--- src/rtl/sigdel_pkg.sv ---
// Shared sigma-delta constants and sample type, used by the modulator and the slice bench.
package sigdel_pkg;

  localparam int unsigned INPUT_WIDTH = 24;

  typedef logic signed [INPUT_WIDTH-1:0] sample_t;

  localparam sample_t FULL_POS = {1'b0, {(INPUT_WIDTH-1){1'b1}}};
  localparam sample_t FULL_NEG = {1'b1, {(INPUT_WIDTH-1){1'b0}}};

endpackage

--- src/rtl/first_order_sigma_delta.sv ---
// First-order single-bit sigma-delta modulator: signed sample in, 1-bit stream out.
// Integrator clamps instead of wrapping so narrow ACC_WIDTH overrides stay stable.
module first_order_sigma_delta #(
  parameter int unsigned INPUT_WIDTH = sigdel_pkg::INPUT_WIDTH,
  parameter int unsigned ACC_WIDTH   = INPUT_WIDTH + 2
) (
  input  logic                          mod_clock,
  input  logic                          reset_n,
  input  logic signed [INPUT_WIDTH-1:0] input_sig,
  output logic                          output_sig
);

  // Sum is computed two bits wider than either operand so clamping sees the true value
  localparam int unsigned SUM_W = ((ACC_WIDTH > INPUT_WIDTH) ? ACC_WIDTH : INPUT_WIDTH) + 2;

  localparam logic signed [SUM_W-1:0] FB_POS =
    {{(SUM_W-INPUT_WIDTH+1){1'b0}}, {(INPUT_WIDTH-1){1'b1}}};
  localparam logic signed [SUM_W-1:0] FB_NEG =
    {{(SUM_W-INPUT_WIDTH+1){1'b1}}, {(INPUT_WIDTH-1){1'b0}}};

  localparam logic signed [ACC_WIDTH-1:0] ACC_HI = {1'b0, {(ACC_WIDTH-1){1'b1}}};
  localparam logic signed [ACC_WIDTH-1:0] ACC_LO = {1'b1, {(ACC_WIDTH-1){1'b0}}};
  localparam logic signed [SUM_W-1:0]     SUM_HI = SUM_W'(ACC_HI);
  localparam logic signed [SUM_W-1:0]     SUM_LO = SUM_W'(ACC_LO);

  logic signed [ACC_WIDTH-1:0] acc;
  logic signed [ACC_WIDTH-1:0] acc_next;
  logic signed [SUM_W-1:0]     fb;
  logic signed [SUM_W-1:0]     sum;

  // Feedback, error integration and saturation
  always_comb begin
    fb  = output_sig ? FB_POS : FB_NEG;
    sum = SUM_W'(acc) + SUM_W'(input_sig) - fb;
    if (sum > SUM_HI) begin
      acc_next = ACC_HI;
    end else if (sum < SUM_LO) begin
      acc_next = ACC_LO;
    end else begin
      acc_next = ACC_WIDTH'(sum);
    end
  end

  // Integrator and comparator; a zero accumulator counts as non-negative
  always_ff @(posedge mod_clock or negedge reset_n) begin
    if (!reset_n) begin
      acc        <= '0;
      output_sig <= 1'b0;
    end else begin
      acc        <= acc_next;
      output_sig <= ~acc_next[ACC_WIDTH-1];
    end
  end

endmodule

--- config.mk ---
export PLATFORM = sky130hd
export DESIGN_NAME = first_order_sigma_delta
export DESIGN_NICKNAME = d
export VERILOG_FILES = /design/src/rtl/sigdel_pkg.sv /design/src/rtl/first_order_sigma_delta.sv
export SDC_FILE = /design/constraint.sdc
export NUM_CORES = 1
export LEC_CHECK = 0
export CAP_MARGIN = 20
export CORE_AREA = 10 10 86 88
export CTS_CLUSTER_DIAMETER = 80
export DETAILED_ROUTE_END_ITERATION = 6
export DIE_AREA = 0 0 96 98
export PLACE_DENSITY = 0.87
export SYNTH_ARGS = -nofsm -noshare
export SYNTH_HDL_FRONTEND = slang
export SYNTH_SLANG_ARGS = --single-unit
--- constraint.sdc ---
create_clock -name mod_clock -period 4.7 [get_ports mod_clock]
set_input_delay 0.94 -clock mod_clock [delete_from_list [all_inputs] [get_ports mod_clock]]
set_output_delay 0.94 -clock mod_clock [all_outputs]
set_load 0.01 [all_outputs]
== Word level (Yosys, flattened, before mapping) ==
Index checks and enable logic that the tools add are counted.

* $add $sub $neg: 2
* $lt $le $gt $ge: 2
* Mux-type cells: 3
* Bitwise gates (word level): 1

{| class="wikitable"
|+ Operator list
! cell !! count
|-
| two-way mux 26 bit || 2
|-
| > comparator 28 x 26 -> 1 bit (second input constant) || 1
|-
| < comparator 28 x 26 -> 1 bit (second input constant) || 1
|-
| two-way mux 28 bit || 1
|-
| subtractor 27 x 28 -> 28 bit || 1
|-
| adder 26 x 24 -> 27 bit || 1
|-
| NOT 1 bit || 1
|}

* Bits in registers: 27
* Input bits: 26
* Output and inout port bits: 1
* Word-level logic and storage cells: 10

== Longest topological paths before layout ==
Gate-level depths: netlist (run 1).

* Depth after elaboration: 6
* Depth in mapped cells: 15
* Mapped depth without buffers: 13

== Worst setup path after synthesis (run 1) ==
Ideal clock, no wire load.

* Path kind: reg-to-reg
* Start: register output_sig
* End: register acc[21]
* Setup time: 120 ps
* Arrival time: 3971 ps
* Data required time: 4580 ps
* Path slack: 610 ps
* Cell stages (with the launch flop): 13
* Path buffers: 1
* Clock period less this slack: 4090 ps
* Path through: dfrtp_1 inv_1 fa_1 fa_1 a21oi_1 o211ai_2 a22oi_1 and4b_1 o21ai_2 xnor2_2 a21oi_4 buf_6 a31o_1

* Word-level cells in the longest chain between the ends: 5
* Elaborated cells on any way between the ends: 6
* Those cells by class: 1 x add/sub; 2 x order compare; 3 x mux

{| class="wikitable"
|+ Ends and longest elaborated chain
! what !! RTL line !! text
|-
| from (decl) || first_order_sigma_delta.sv:10 || <nowiki>output logic output_sig</nowiki>
|-
| from (signal assigned) || first_order_sigma_delta.sv:51 || <nowiki>output_sig <= ~acc_next[ACC_WIDTH-1];</nowiki>
|-
| two-way mux 28 bit (*) || first_order_sigma_delta.sv:33 || <nowiki>fb = output_sig ? FB_POS : FB_NEG;</nowiki>
|-
| subtractor 27 x 28 -> 28 bit (*) || first_order_sigma_delta.sv:34 || <nowiki>sum = SUM_W'(acc) + SUM_W'(input_sig) - fb;</nowiki>
|-
| < comparator 28 x 26 -> 1 bit || first_order_sigma_delta.sv:37 || <nowiki>end else if (sum < SUM_LO) begin</nowiki>
|-
| two-way mux 26 bit || first_order_sigma_delta.sv:37 ||
|-
| two-way mux 26 bit (*) || first_order_sigma_delta.sv:35 || <nowiki>if (sum > SUM_HI) begin</nowiki>
|-
| net acc_next[21] || first_order_sigma_delta.sv:27 || <nowiki>logic signed [ACC_WIDTH-1:0] acc_next;</nowiki>
|-
| to (signal assigned) || first_order_sigma_delta.sv:50 || <nowiki>acc <= acc_next;</nowiki>
|-
| to (decl) || first_order_sigma_delta.sv:26 || <nowiki>logic signed [ACC_WIDTH-1:0] acc;</nowiki>
|}

Mark *: on every way through the listed nets, which the timed path passes. The rest lies on a longest branch.

== Worst setup path after layout (run 1) ==
* Start: input input_sig[18]
* End: register acc[7]

* Word-level cells in the longest chain between the ends: 5
* Elaborated cells on any way between the ends: 6
* Those cells by class: 2 x add/sub; 2 x order compare; 2 x mux

{| class="wikitable"
|+ Ends and longest elaborated chain
! what !! RTL line !! text
|-
| from (decl) || first_order_sigma_delta.sv:9 || <nowiki>input logic signed [INPUT_WIDTH-1:0] input_sig,</nowiki>
|-
| adder 26 x 24 -> 27 bit (*) || first_order_sigma_delta.sv:34 ||
|-
| subtractor 27 x 28 -> 28 bit (*) || first_order_sigma_delta.sv:34 ||
|-
| < comparator 28 x 26 -> 1 bit || first_order_sigma_delta.sv:37 ||
|-
| two-way mux 26 bit || first_order_sigma_delta.sv:37 ||
|-
| two-way mux 26 bit (*) || first_order_sigma_delta.sv:35 ||
|-
| net acc_next[7] || first_order_sigma_delta.sv:27 ||
|}

Marks and branches as above.

==> results.py, run 1 <==
metrics = {
    "clock_tree": {
        "clkSinkCount": 27,
        "cts_max_path_buffers": 2,
        "clkTransAtPathRegs_ns": 0.10,
        "cts_tree": "done",
        "cts_hold_buffers": 0,
        "cts-root-buf": "clkbuf_8",
        "cts_inserted_buffers": 3,
        "ctsHtreeMaxLevel": 1,
        "post_cts_buffers": 0,
        "cts-resized-gates": 0,
        "clock_latency_ns": 0.28,
    },
    "status": {
        "status": "finished, final reports clean",
    },
    "die": {
        "core_region_area_sq_um": 5750,
        "die_area_sq_um": 9410,
        "fp.dieW_um": 96,
        "die_h_um": 98,
        "pin_count": 27,
        "initial_core_util_pct": 58.1,
        "rows": 28,
    },
    "sta": {
        "hold_viol": 0,
        "hold_slack_ns": 0.904,
        "finalSetupViolations": 0,
        "rsz0062_at_grt": "no",
        "period_minus_slack_ns": 4.37,
        "skew_ns": 0.00449,
        "tns_ns": 0,
        "worst_pin_slew_ns": 0.691,
        "relSlewSlack_pct": 52.7,
        "final-max-slew-violation-count": 0,
        "max_freq_mhz": 229,
        "finalCritPeriodShare_pct": 93.0,
    },
    "drt": {
        "ant_nets": 0,
        "drcViolationCount": 0,
        "vias": 2689,
        "initialDrtViolationCount": 195,
        "via_per_inst": 5.52,
        "firstDrtPassIters": 4,
        "wl_per_cell_um": 14.2,
        "drt_wl_total_um": 6920,
    },
    "placement": {
        "gp_congestion": 0.932,
        "port_buffers": 26,
        "place_hpwl_um": 5440,
    },
    "grt": {
        "grt-ovfl-total": 0,
        "grt_antenna_before_repair": 0,
        "grt_pass1_vias": 2846,
        "grt_max_degree": 28,
        "grt.total_usage_pct": 15.6,
        "grt_first_pass_wirelength_um": 12400,
    },
    "yosys": {
        "avgSynthCellArea_sq_um": 8.52,
        "synthFlopType": "dfrtp_1",
        "yosysMostFrequentCell": "inv_1",
        "synth_area_sq_um": 3340,
        "ys_warn_count": 0,
        "syn-num-nets": 472,
        "synth_top_area_share_pct": 20.2,
        "yosys.area.top_type": "dfrtp_1",
        "postSynthCellCount": 392,
        "ys_seq_area_share_pct": 20.2,
        "synth_cell_type_count": 54,
        "synth_edf_count": 0,
        "ys_async_sr_fraction_pct": 100,
        "ys_top_cells_by_area": "dfrtp_1, fa_1, inv_1",
        "yosys_register_bits": 27,
        "synthTopCellsByCount": "inv_1, ha_1, a21oi_1, dfrtp_1, fa_1",
    },
    "layout": {
        "multi_input_area_sq_um": 2190,
        "area_delta_synth_final_pct": 10.0,
        "drive_above_1_share_pct": 5.83,
        "nets": 493,
        "ff_latch_area_sq_um": 677,
        "num_antenna_cells": 0,
        "fill_cells": 495,
    },
    "run": {
        "max_cap_violations": 0,
    },
    "critical_path": {
        "crit_arrival_ns": 4.59,
        "crit_top_cell": "inv_1",
        "cp-end-kind": "flip-flop",
        "max_stage_delay_ns": 0.58,
        "cp_slowest_cell": "a21oi_4",
        "worstPathCellList": "clkdlybuf4s50_1 -> inv_1 -> fa_1 -> inv_1 -> ha_1 -> a21oi_1 -> o21bai_1 -> a21o_1 -> a221o_1 -> o21bai_2 -> nand3b_4 -> a21oi_4 -> o21a_1",
        "worstSetupPathType": "in2reg",
        "cp_max_fo": 25,
        "start_kind": "primary input",
        "crit_buf_inv": 3,
        "crit_family": "compound AO/OA/AOI/OAI gates",
        "worstPathRequired_ns": 4.92,
    },
    "min_path": {
        "hp-class": "reg2reg",
    },
}
[layer usage]
metal  track usage [%]  vias up  wire length (um)
met5                 0        -                 0
met4              6.58        0               125
met3              2.22       14               324
met2              27.1       77              3510
met1              18.5     1293              2960
li1                  -     1305                 -
[cell families after synthesis]
logic type,Yosys count,share of synthesized area [%]
buf+inv,113,14.1
simple gates,70,11.0
mux,1,0.300
flops,27,20.2
xor+xnor,23,6.26
fa+ha+maj,54,26.1
compound gates,104,22.0
[flip-flops by register name, summed over array words and instances (netlist names)]
register    cells
output_sig      1
acc            26
[worst paths after layout]
check,startpoint,endpoint,slack (ns),cells past startpoint
worst max-delay path,input_sig[18],acc[7],0.33,13
worst min-delay path,acc[25],output_sig,0.90,4
worst max register to register,output_sig,acc[7],0.64,12
worst min register to register,acc[25],output_sig,0.90,4
max in group asynchronous,reset_n,output_sig,3.39,2
min in group asynchronous,reset_n,acc[3],1.02,2
[tightest hold or removal path, stage by stage (launching register included)]
cell	delay, ns
dfrtp_1	0.36
fa_1	0.17
ha_1	0.16
nand2b_1	0.06
o21a_1	0.12
[layout make-up]
type	instances	area share, %
multi-input cells	252	59.7
flip-flops and latches	27	18.4
inverters	98	10.0
repair buffers	31	8.11
well taps	75	2.55
clock buffers	4	1.23
[cells in the final DEF, fill, tap and decap left out, drive strengths merged, types with 7 or more instances in the layout]
cell type      synthesis  layout
nor3                   7       7
xnor2                 15      15
o21ai                 12      12
o21a                  21      21
clkdlybuf4s50          0      26
a21o                  17      17
nor2                  24      24
o21bai                 8       8
nand3                  8       8
fa                    26      26
inv                   98      98
nand2                 14      14
xor2                   8       8
a21oi                 29      29
ha                    28      28
dfrtp                 27      27
[metrics by stage]
step	worst slack, ns	cell area (sq um)	utilization [%]	std cells
CTS	0.337	3670	63.9	487
finish	0.329	3670	63.9	487
global placement	0.151	3630	63.2	483
detailed placement	0.0858	3630	63.2	483
floorplan	0.610	3340	-	392
global route	0.136	3670	63.9	487
Power of run 1 is not shown: default switching activity piles up to over one toggle a cycle in this logic, so the estimate is an artifact.
==> run 2, diff against run 1 <==
Settings changed: ABC_AREA from default to 1, CORE_AREA 10 10 86 88 to 10 10 89 91, DIE_AREA 0 0 96 98 to 0 0 99 101.
==> run 2 against run 1 <==
Net effect: critical path type unchanged; first-iteration DRC count shrank 7.2%; highest routed layer unchanged; global-route usage is 0.84 points higher; design area grew 7.7%; synthesized cell count grew 34%; count of clock-buffer cells in the layout is 1 lower; area after synthesis grew 7.9%; worst setup slack gained 0.74 ns; maximum frequency rose by 20%.
==> results.py, run 2 <==
metrics = {
    "status": {
        "status": "finished, final reports clean",
    },
    "placement": {
        "dp_slack_ns": 0.792,
        "gp_congestion": 0.935,
        "port_buffers": 26,
        "place_hpwl_um": 6420,
        "dp_cells": 624,
        "placed_area_sq_um": 3910,
    },
    "grt": {
        "grt.total_usage_pct": 16.5,
        "grt-ovfl-total": 0,
        "grt_antenna_before_repair": 0,
        "grt_first_pass_wirelength_um": 14000,
        "grt_pass1_vias": 3237,
        "grt_max_degree": 28,
    },
    "layout": {
        "final_cell_mix": "nand2_1, inv_1, nor2_1",
        "multi_input_area_sq_um": 2360,
        "drive_above_1_share_pct": 7.26,
        "nets": 632,
        "reg_top3": "acc: 26 flops, output_sig: 1 flops",
        "ff_latch_area_sq_um": 677,
        "max_flop_register": "acc",
        "largest_reg_flops": 26,
        "final_area_sq_um": 3960,
        "num_antenna_cells": 0,
        "post_layout_nonfiller_instances": 628,
        "area_delta_synth_final_pct": 9.86,
        "final_common_cell": "nand2_1",
        "fill_cells": 584,
    },
    "die": {
        "fp.dieW_um": 99,
        "die_area_sq_um": 10000,
        "initial_core_util_pct": 58.1,
        "core_region_area_sq_um": 6200,
        "die_h_um": 101,
        "rows": 29,
        "pin_count": 27,
    },
    "clock_tree": {
        "clkSinkCount": 27,
        "cts-resized-gates": 0,
        "cts_hold_buffers": 0,
        "ctsHtreeMaxLevel": 1,
        "clock_latency_ns": 0.29,
        "cts-root-buf": "clkbuf_8",
        "cts_max_path_buffers": 2,
        "cts_tree": "done",
        "cts_inserted_buffers": 3,
        "post_cts_buffers": 0,
        "clkTransAtPathRegs_ns": 0.11,
    },
    "critical_path": {
        "cp-end-kind": "flip-flop",
        "worstSetupPathType": "in2reg",
        "cp_slowest_cell": "fa_1",
        "start_kind": "primary input",
        "r2r_cells": 14,
        "crit_arrival_ns": 3.86,
        "r2r_start": "output_sig",
        "r2r-end": "acc[11]",
        "cp_max_fo": 25,
        "crit_buf_inv": 3,
        "worstPathRequired_ns": 4.93,
        "r2r_slack_ns": 1.26,
        "max_stage_delay_ns": 0.53,
        "crit_family": "simple AND/OR/NAND/NOR gates",
        "worstPathCellList": "clkdlybuf4s50_1 -> inv_1 -> fa_1 -> inv_1 -> ha_1 -> a21oi_1 -> nand2_1 -> nand2_1 -> nand2_1 -> a21oi_1 -> nand3_1 -> nand2_1 -> nand2_2 -> nand2_4 -> nand2_1 -> nand2_1",
        "crit_top_cell": "nand2_1",
    },
    "drt": {
        "firstDrtPassIters": 5,
        "dr_wl_met2_um": 4030,
        "wl_per_cell_um": 12.7,
        "drt_wl_total_um": 7980,
        "initialDrtViolationCount": 181,
        "top_layer_used": "met4",
        "wl_met3_um": 386,
        "drcViolationCount": 0,
        "ant_nets": 0,
        "via_per_inst": 5.01,
        "met1Wirelength_um": 3480,
        "vias": 3145,
    },
    "yosys": {
        "syn-num-nets": 604,
        "yosysMostFrequentCell": "nand2_1",
        "yosys.area.top_type": "dfrtp_1",
        "postSynthCellCount": 524,
        "synthFlopType": "dfrtp_1",
        "synthTopCellsByCount": "nand2_1, inv_1, nor2_1",
        "synth_cell_type_count": 30,
        "avgSynthCellArea_sq_um": 6.87,
        "ys_top_cells_by_area": "dfrtp_1, nand2_1, fa_1",
        "ys_seq_area_share_pct": 18.8,
        "synth_area_sq_um": 3600,
        "synth_top_area_share_pct": 18.8,
        "yosys_register_bits": 27,
        "synth_edf_count": 0,
        "ys_warn_count": 0,
        "ys_async_sr_fraction_pct": 100,
    },
    "run": {
        "max_cap_violations": 0,
    },
    "min_path": {
        "min_to": "acc[1]",
        "hp-class": "reg2reg",
        "hold_depth": 4,
        "min_from": "acc[1]",
    },
    "sta": {
        "tns_ns": 0,
        "worst_pin_slew_ns": 0.907,
        "max_freq_mhz": 276,
        "finalCritPeriodShare_pct": 77.2,
        "period_minus_slack_ns": 3.63,
        "hold_viol": 0,
        "relSlewSlack_pct": 39.6,
        "final-max-slew-violation-count": 0,
        "skew_ns": 0.00253,
        "fin_ws_ns": 1.07,
        "finalSetupViolations": 0,
        "rsz0062_at_grt": "no",
    },
}
==> run 2: cell types whose count changed after synthesis, moves of 5 or more <==
cell,before,now
a21oi_1,27,21
xor2_1,8,18
inv_1,97,134
a21o_1,17,0
nor2_1,24,34
xnor2_1,14,4
nand3_1,8,18
nand2_1,13,157
nand2_2,1,12
o21a_1,21,2
nor3_1,7,2
nand3_2,0,5
buf_2,5,0
o21bai_1,7,2
==> run 2: cell type report <==
type	count	area share, %
multi-input combinational	356	59.5
sequential	27	17.1
inverter	137	13.0
timing repair buffer	27	6.77
tap	77	2.43
clock buffer	3	1.04
clock inverter	1	0.126
==> run 2: through the flow <==
step                utilization (%)  hold slack (ns)
floorplan                         -            0.644
global placement               63.0            0.837
detailed placement             63.0            0.856
CTS                            63.8            0.895
global route                   63.8            0.936
finish                         63.8            0.894
==> run 2: tightest hold or removal path: cells and delay by family, from the launching register on <==
| family | cells | cell delay, ns |
|---|---|---|
| adders and majority gates | 2 | 0.41 |
| DFF | 1 | 0.36 |
| and+or+nand+nor | 2 | 0.10 |
==> run 2: cell families (layout without fill, tap and decap cells) <==
kind of cell | after synthesis | in the layout | share of synthesized area [%]
simple gates | 246 | 246 | 30.3
buf+inv | 141 | 168 | 15.8
fa+ha+maj | 54 | 54 | 24.2
compound gates | 34 | 34 | 5.56
flops | 27 | 27 | 18.8
xor+xnor | 22 | 22 | 5.35
==> run 2: worst max-delay path by stage <==
stage,slack (ns),from,depth (start not counted),to
2_1_floorplan,1.29,output_sig,14,acc[10]
3_3_place_gp,0.86,input_sig[13],15,acc[12]
3_5_place_dp,0.79,input_sig[4],15,acc[9]
4_1_cts,1.10,input_sig[4],15,acc[9]
5_1_grt,0.85,input_sig[12],17,acc[15]
6_report,1.07,input_sig[13],16,acc[11]
==> run 2: metal layers <==
| layer | up-vias | track usage [%] |
|---|---|---|
| li1 | 1599 | - |
| met1 | 1442 | 19.6 |
| met2 | 89 | 30.8 |
| met3 | 15 | 1.99 |
| met4 | 0 | 3.31 |
| met5 | - | 0 |
Power of run 2 is left out for the same reason.
